**src/rtl/indikator_wr_arb.sv**
```systemverilog
// Write-port arbiter for the MAX7219 indicator: grants one requester per write and strobes wrn with setup/low/hold timing.
// Define IND_ARB_FIXED_PRIO_EN for fixed lowest-index priority instead of round-robin.
module indikator_wr_arb #(
    parameter int NUM_REQ   = 4,
    parameter int SETUP_CYC = 4,
    parameter int LOW_CYC   = 4,
    parameter int HOLD_CYC  = 4,
    localparam int ID_W     = (NUM_REQ > 1) ? $clog2(NUM_REQ) : 1
) (
    input  logic                   clk_in,
    input  logic                   init_n,
    input  logic [NUM_REQ-1:0]     req,
    input  logic [4*NUM_REQ-1:0]   req_data,
    input  logic [5*NUM_REQ-1:0]   req_pos,
    input  logic                   indikator_ready,
    output logic [NUM_REQ-1:0]     ack,
    output logic [3:0]             ind_data,
    output logic [4:0]             ind_position,
    output logic                   ind_wrn,
    output logic                   busy,
    output logic [ID_W-1:0]        grant_id
);

    localparam int CNT_MAX = (SETUP_CYC > LOW_CYC) ?
                             ((SETUP_CYC > HOLD_CYC) ? SETUP_CYC : HOLD_CYC) :
                             ((LOW_CYC > HOLD_CYC) ? LOW_CYC : HOLD_CYC);
    localparam int CNT_W   = (CNT_MAX > 1) ? $clog2(CNT_MAX) : 1;

    typedef enum logic [1:0] {IDLE, SETUP, STROBE, HOLD} state_t;

    state_t           state;
    logic [CNT_W-1:0] cnt;
    logic             found;
    logic [ID_W-1:0]  win;
    logic [3:0]       data_arr [NUM_REQ];
    logic [4:0]       pos_arr  [NUM_REQ];

    for (genvar g = 0; g < NUM_REQ; g++) begin : g_slice
        assign data_arr[g] = req_data[4*g +: 4];
        assign pos_arr[g]  = req_pos[5*g +: 5];
    end

    assign busy = (state != IDLE);

`ifdef IND_ARB_FIXED_PRIO_EN
    always_comb begin
        found = 1'b0;
        win   = '0;
        for (int i = NUM_REQ - 1; i >= 0; i--) begin
            if (req[ID_W'(i)]) begin
                found = 1'b1;
                win   = ID_W'(i);
            end
        end
    end
`else
    logic [ID_W-1:0] rr;

    // Search starts just past the last winner so a persistent requester cannot starve the rest.
    always_comb begin
        int j;
        found = 1'b0;
        win   = '0;
        j     = 0;
        for (int k = 1; k <= NUM_REQ; k++) begin
            j = int'(rr) + k;
            if (j >= NUM_REQ) j = j - NUM_REQ;
            if (!found && req[ID_W'(j)]) begin
                found = 1'b1;
                win   = ID_W'(j);
            end
        end
    end

    always_ff @(posedge clk_in or negedge init_n) begin
        if (!init_n)
            rr <= ID_W'(NUM_REQ - 1);
        else if (state == IDLE && indikator_ready && found)
            rr <= win;
    end
`endif

    always_ff @(posedge clk_in or negedge init_n) begin
        if (!init_n) begin
            state        <= IDLE;
            cnt          <= '0;
            ack          <= '0;
            ind_data     <= 4'hf;
            ind_position <= '0;
            ind_wrn      <= 1'b1;
            grant_id     <= '0;
        end else begin
            ack <= '0;
            case (state)
                IDLE: begin
                    if (indikator_ready && found) begin
                        ind_data     <= data_arr[win];
                        ind_position <= pos_arr[win];
                        grant_id     <= win;
                        ack          <= NUM_REQ'(1) << win;
                        cnt          <= CNT_W'(SETUP_CYC - 1);
                        state        <= SETUP;
                    end
                end
                SETUP: begin
                    if (cnt == '0) begin
                        ind_wrn <= 1'b0;
                        cnt     <= CNT_W'(LOW_CYC - 1);
                        state   <= STROBE;
                    end else begin
                        cnt <= cnt - 1'b1;
                    end
                end
                STROBE: begin
                    if (cnt == '0) begin
                        ind_wrn <= 1'b1;
                        cnt     <= CNT_W'(HOLD_CYC - 1);
                        state   <= HOLD;
                    end else begin
                        cnt <= cnt - 1'b1;
                    end
                end
                HOLD: begin
                    if (cnt == '0) state <= IDLE;
                    else           cnt   <= cnt - 1'b1;
                end
                default: state <= IDLE;
            endcase
        end
    end

endmodule

```
**config.mk**
```make
export PLATFORM = sky130hd
export DESIGN_NAME = indikator_wr_arb
export DESIGN_NICKNAME = d
export VERILOG_FILES = /design/src/rtl/indikator_wr_arb.sv
export SDC_FILE = /design/constraint.sdc
export NUM_CORES = 1
export LEC_CHECK = 0
export ABC_AREA = 1
export BUFFER_PORTS_ARGS = -buffer_cell sky130_fd_sc_hd__buf_2
export CAP_MARGIN = 0
export CORE_MARGIN = 10
export CORE_UTILIZATION = 40
export DETAILED_ROUTE_END_ITERATION = 12
export PLACE_DENSITY = 0.73
export RECOVER_POWER = 25
export SETUP_SLACK_MARGIN = 0.5
export SLEW_MARGIN = 10
export SYNTH_ARGS = -nofsm -noshare
export SYNTH_HDL_FRONTEND = slang
export SYNTH_SLANG_ARGS = --single-unit
```
**constraint.sdc**
```tcl
create_clock -name clk_in -period 5.05 [get_ports clk_in]
set_input_delay 0.2525 -clock clk_in [delete_from_list [all_inputs] [get_ports clk_in]]
set_output_delay 0.2525 -clock clk_in [all_outputs]
set_load 0.1 [all_outputs]
```
==> results of run 1 <==
## how the worst max path moves through the flow
| stage | start | depth (start not counted) | slack [ps] | end |
|---|---|---|---|---|
| final | rr[0] | 13 | 2550 | grant_id[1] |
| after global placement | rr[0] | 13 | 2670 | grant_id[1] |
| after CTS | rr[0] | 13 | 2570 | grant_id[1] |
| after floorplan | rr[0] | 14 | 3250 | ind_position[0] |
| after detailed placement | rr[0] | 13 | 2580 | grant_id[1] |
| after global routing | rr[0] | 13 | 2280 | grant_id[1] |
## final cells by class
class	instances	share of cell area [%]
clock buffer	4	2.81
tap	50	3.20
multi-input combinational	169	46.7
inverter	15	3.13
sequential	22	28.6
timing repair buffer	60	15.5
## registers in the layout (all words and copies together) (netlist names)
name / cells
cnt: 2
ind_wrn: 1
ind_position: 5
state: 2
rr: 2
ack: 4
grant_id: 2
ind_data: 4
## stage by stage
step	cell area (um^2)	worst slack (ps)
floorplan	1620	3250
global placement	1890	2670
detailed placement	1890	2580
CTS	1960	2570
global route	1960	2280
finish	1960	2550
## what timing repair did
| item | CTS | global route |
|---|---|---|
| endpoints found under the hold margin | 15 | 0 |
| gates resized for setup | 0 | 0 |
| hold buffers | 1 | 0 |
## per-layer routing
layer	GRT usage, %	routed length [um]
met1	16.7	2060
met2	20.5	2010
met3	5.08	538
met4	0.609	46
met5	0	0
## critical path, cell delays in order (launching register included)
cell and delay, ps:
dfstp_2 670, inv_6 80, nand2_2 80, nand2_2 60, nand2_1 70, nand2_2 80, nor2_8 130, nand3_2 350
nand2_1 260, inv_2 50, nand2_2 190, inv_2 150, nand2_1 120, nand2_1 80
## synthesized netlist by cell type (2+ instances only)
master,number
nand2_1,61
nand3_1,33
nand2_2,20
nand4_1,19
dfrtp_1,15
inv_1,9
nor2_1,8
dfstp_2,7
o21ai_0,6
buf_2,5
ha_1,5
inv_2,5
buf_6,3
nand2_4,3
nand3_2,2
o21ai_1,2
## cell families (layout without fill, tap and decap cells)
| kind of cell | Yosys count | count (layout) |
|---|---|---|
| DFF | 22 | 22 |
| AOI/OAI and AO/OA | 13 | 13 |
| buffers and inverters | 25 | 79 |
| and+or+nand+nor | 151 | 151 |
| adders and majority gates | 5 | 5 |
==> impl_metrics.env, run 1 <==
export IMPL_outcome="completed"
export IMPL_endpoint_kind="flop"
export IMPL_netlist_cell_type_count=29
export IMPL_arrival_ps=2640
export IMPL_dp_cells=315
export IMPL_vias_per_cell=5.17
export IMPL_synth_edf_count=0
export IMPL_fin_util_pct=49.3
export IMPL_area_growth_pct=20.7
export IMPL_crit_fanout=20
export IMPL_wl_mm=4.66
export IMPL_seqCellArea_um2=559
export IMPL_whs_ps=318
export IMPL_fp_dieW_um=83.7
export IMPL_maxCapViolations=0
export IMPL_grt_pass1_vias=1613
export IMPL_ys_seq_elements=22
export IMPL_min_to="ind_data[3]"
export IMPL_grt_max_degree=23
export IMPL_synthCells=216
export IMPL_synth_simple_gate_area_share_pct=47.9
export IMPL_yosysWarnings=0
export IMPL_ff2ff_setup_slack_ps=2550
export IMPL_synth_compound_area_share_pct=4.63
export IMPL_post_cts_buffers=0
export IMPL_async_flop_share_pct=100
export IMPL_stdcell_count=320
export IMPL_port_buffers=59
export IMPL_row_count=23
export IMPL_core_area_um2=3970
export IMPL_worst_pin_slew_ps=1150
export IMPL_insertion_delay_ps=260
export IMPL_grt_overflow=0
export IMPL_clk_pin_slew_ps=80
export IMPL_multi_input_area_um2=915
export IMPL_r2r_start="rr[0]"
export IMPL_final_max_slew_violation_count=0
export IMPL_antenna_left=0
export IMPL_fillers=389
export IMPL_die_h_um=83.7
export IMPL_hp_start="req_data[11]"
export IMPL_drt_iter0_markers=110
export IMPL_cts_tree="done"
export IMPL_setup_tns_ps=0
export IMPL_r2r_end="grant_id[1]"
export IMPL_antenna_found_initial=0
export IMPL_yosysSeqAreaShare_pct=34.5
export IMPL_clockBufferDepth=2
export IMPL_clkSinkCount=22
export IMPL_initial_core_util_pct=40.8
export IMPL_avgRoutedWirePerCell_um=14.6
export IMPL_dp_hpwl_mm=3.68
export IMPL_grt_pass1_wl_mm=7.77
export IMPL_firstDrtPassIters=6
export IMPL_synth_xor_xnor_area_share_pct=0
export IMPL_required_ps=5190
export IMPL_final_nets=319
export IMPL_crit_type="reg -> reg"
export IMPL_grtUsageTotal_pct=12.8
export IMPL_syn_nets=264
export IMPL_fmax_mhz=400
export IMPL_ff2ff_path_depth=13
export IMPL_dieArea_um2=7000
export IMPL_synth_top_area_cell="dfrtp_1"
export IMPL_final_hold_viol_count=0
export IMPL_period_share_pct=49.5
export IMPL_whs_path_depth=5
export IMPL_synth_area_top_cells="dfrtp_1 (23%), nand2_1 (14%), dfstp_2 (11%)"
export IMPL_drc_errors=0
export IMPL_num_io_pins=60
export IMPL_syn_cell_area_um2=1620
export IMPL_layout_common_cells="nand2_1 (61), buf_2 (58), nand3_1 (33), nand2_2 (20), nand4_1 (19)"
export IMPL_syn_avg_cell_area_um2=7.51
export IMPL_cp_start_kind="flop"
export IMPL_hp_class="in -> reg"
export IMPL_synthFlopType="dfrtp_1"
export IMPL_relSlewSlack_pct=23.3
export IMPL_diodes=0
export IMPL_cts_buffers=3
export IMPL_muxShareOfSynthArea_pct=0
export IMPL_setup_viol=0
export IMPL_rsz0062_at_grt="no"
export IMPL_drive_gt1_share_pct=38.1
export IMPL_vias=1655
export IMPL_layout_commonest_cell="nand2_1"
export IMPL_synth_top_family_by_area="simple AND/OR/NAND/NOR gates"
export IMPL_min_period_ps=2500
export IMPL_gp_congestion=0.805
export IMPL_root_buffer="clkbuf_8"
export IMPL_finalClockSkew_ps=2.10
export IMPL_htree_levels=1
export IMPL_synth_adder_area_share_pct=3.86
export IMPL_synth_top_cell_area_share_pct=23.1
Power of run 1 is not shown: default switching activity piles up to over one toggle a cycle in this logic, so the estimate is an artifact.
==> inputs of run 2 (changes only) <==
--- a/config.mk
+++ b/config.mk
@@ -11,7 +11,7 @@
 export CORE_MARGIN = 10
 export CORE_UTILIZATION = 40
 export DETAILED_ROUTE_END_ITERATION = 12
-export PLACE_DENSITY = 0.73
+export PLACE_DENSITY = 0.76
 export RECOVER_POWER = 25
 export SETUP_SLACK_MARGIN = 0.5
 export SLEW_MARGIN = 10
==> constraint.sdc (replaced) <==
create_clock -name clk_in -period 2.1 [get_ports clk_in]
set_input_delay 0.105 -clock clk_in [delete_from_list [all_inputs] [get_ports clk_in]]
set_output_delay 0.105 -clock clk_in [all_outputs]
set_load 0.1 [all_outputs]
==> run 2 against run 1 <==
Against the previous run: cell count grew 8.4%; first-iteration DRC count grew 7.3%; global-route usage grew 1.6 points; fmax grew 23%; sequential cell count is the same; routed wire length grew 26%; worst hold slack lost 140 ps; critical path type unchanged; critical endpoint is now ind_position[2]; largest cell class unchanged.
==> impl_metrics.env, run 2 (same netlist as run 1, synthesis figures left out) <==
export IMPL_r2r_end="ind_position[2]"
export IMPL_min_to="ind_data[1]"
export IMPL_grt_pass1_wl_mm=8.67
export IMPL_cts_tree="done"
export IMPL_grt_overflow=0
export IMPL_dp_hpwl_mm=3.61
export IMPL_fp_dieW_um=83.7
export IMPL_crit_fanout=8
export IMPL_grt_pass1_vias=1850
export IMPL_dieArea_um2=7000
export IMPL_drc_errors=0
export IMPL_row_count=23
export IMPL_min_period_ps=2030
export IMPL_whs_path_depth=5
export IMPL_dp_cells=321
export IMPL_critical_path_most_common_cell="nand2_2"
export IMPL_seqCellArea_um2=559
export IMPL_vias_per_cell=5.47
export IMPL_insertion_delay_ps=270
export IMPL_htree_levels=1
export IMPL_worst_pin_slew_ps=1170
export IMPL_avgRoutedWirePerCell_um=17.0
export IMPL_wl_mm=5.89
export IMPL_die_h_um=83.7
export IMPL_largest_register="ind_position"
export IMPL_stdcell_count=347
export IMPL_antenna_found_initial=0
export IMPL_slowest_delay_ps=650
export IMPL_grt_max_degree=23
export IMPL_place_area_um2=1950
export IMPL_ff2ff_setup_slack_ps=70
export IMPL_largest_reg_flops=5
export IMPL_port_buffers=59
export IMPL_critPathSlowestCell="dfstp_2"
export IMPL_rsz0062_at_grt="yes"
export IMPL_hp_start="req_data[9]"
export IMPL_cp_start_kind="flop"
export IMPL_diodes=0
export IMPL_num_io_pins=60
export IMPL_antenna_left=0
export IMPL_outcome="completed"
export IMPL_final_hold_viol_count=0
export IMPL_multi_input_area_um2=1140
export IMPL_endpoint_kind="flop"
export IMPL_r2r_start="rr[0]"
export IMPL_cp_cell_sequence="inv_6, nand2_2, nand2_2, nand2_2, nand2_4, inv_4, nand3_4, buf_12, nand4_1, nand3_2, nand3_2, nand2_1"
export IMPL_arrival_ps=2200
export IMPL_clkSinkCount=22
export IMPL_final_nets=346
export IMPL_setup_viol=0
export IMPL_core_area_um2=3970
export IMPL_cts_buffers=3
export IMPL_finalInstanceArea_um2=2520
export IMPL_maxCapViolations=0
export IMPL_gp_congestion=0.882
export IMPL_finalClockSkew_ps=1.86
export IMPL_relSlewSlack_pct=21.8
export IMPL_hp_class="in -> reg"
export IMPL_ff2ff_path_depth=12
export IMPL_clk_pin_slew_ps=80
export IMPL_top_regs="ind_position: 5 flops, ack: 4 flops, ind_data: 4 flops"
export IMPL_layout_commonest_cell="buf_2"
export IMPL_grtUsageTotal_pct=14.4
export IMPL_required_ps=2270
export IMPL_area_growth_pct=55.5
export IMPL_firstDrtPassIters=4
export IMPL_drive_gt1_share_pct=54.5
export IMPL_clockBufferDepth=2
export IMPL_fillers=327
export IMPL_drt_iter0_markers=118
export IMPL_fmax_mhz=492
export IMPL_root_buffer="clkbuf_8"
export IMPL_period_share_pct=96.7
export IMPL_layout_common_cells="buf_2 (57), nand2_1 (48), nand2_2 (26), nand3_1 (21), nand4_1 (19)"
export IMPL_final_max_slew_violation_count=0
export IMPL_initial_core_util_pct=40.8
export IMPL_crit_type="reg -> reg"
export IMPL_vias=1899
## run 2: cell type report
class	count	area share, %
clock buffers	3	1.64
clock inverters	1	1.19
inverters	15	2.98
multi-input cells	172	45.3
flip-flops and latches	22	22.2
well taps	50	2.48
repair buffers	83	24.0
repair inverters	1	0.298
## run 2: repair_timing
item | 4_1_cts | 5_1_grt
pin swaps | 12 | 28
setup endpoints to repair | 22 | 22
endpoints found under the hold margin | 15 | 0
gates resized for setup | 34 | 29
hold buffers | 1 | 0
setup buffers | 9 | 4
gates cloned | 4 | 4
## run 2: metal layers
layer,track usage (%),vias to the layer above,share of wire (%),wire length [um]
met5,0,-,0,0
met4,3.96,0,2.8,165
met3,4.98,15,10,597
met2,24.0,102,49,2870
met1,17.2,887,38,2260
li1,-,895,-,-
## run 2: how the worst max path moves through the flow
stage	startpoint	slack, ps	depth (start not counted)	endpoint
CTS	rr[0]	160	13	ind_position[0]
global placement	rr[0]	120	12	ind_position[2]
floorplan	rr[0]	310	15	ind_position[0]
finish	rr[0]	70	12	ind_position[2]
global route	rr[0]	-30	11	ind_position[3]
detailed placement	rr[0]	80	13	ind_position[3]
## run 2: critical path, delay by kind of cell (launching register included)
family	cells	cell delay, ps
DFF	1	650
and+or+nand+nor	9	890
buffers and inverters	3	370
## run 2: metrics by stage
step                hold slack, ps  worst slack, ps  TNS (ps)  utilization, %
global route                   201            -34.1      -119            63.5
floorplan                     -191              311         0               -
global placement              85.4              125         0            49.1
finish                         182             68.6         0            63.5
detailed placement            86.0             81.8         0            49.1
CTS                            183              156         0            57.1
Power of run 2 is left out for the same reason.
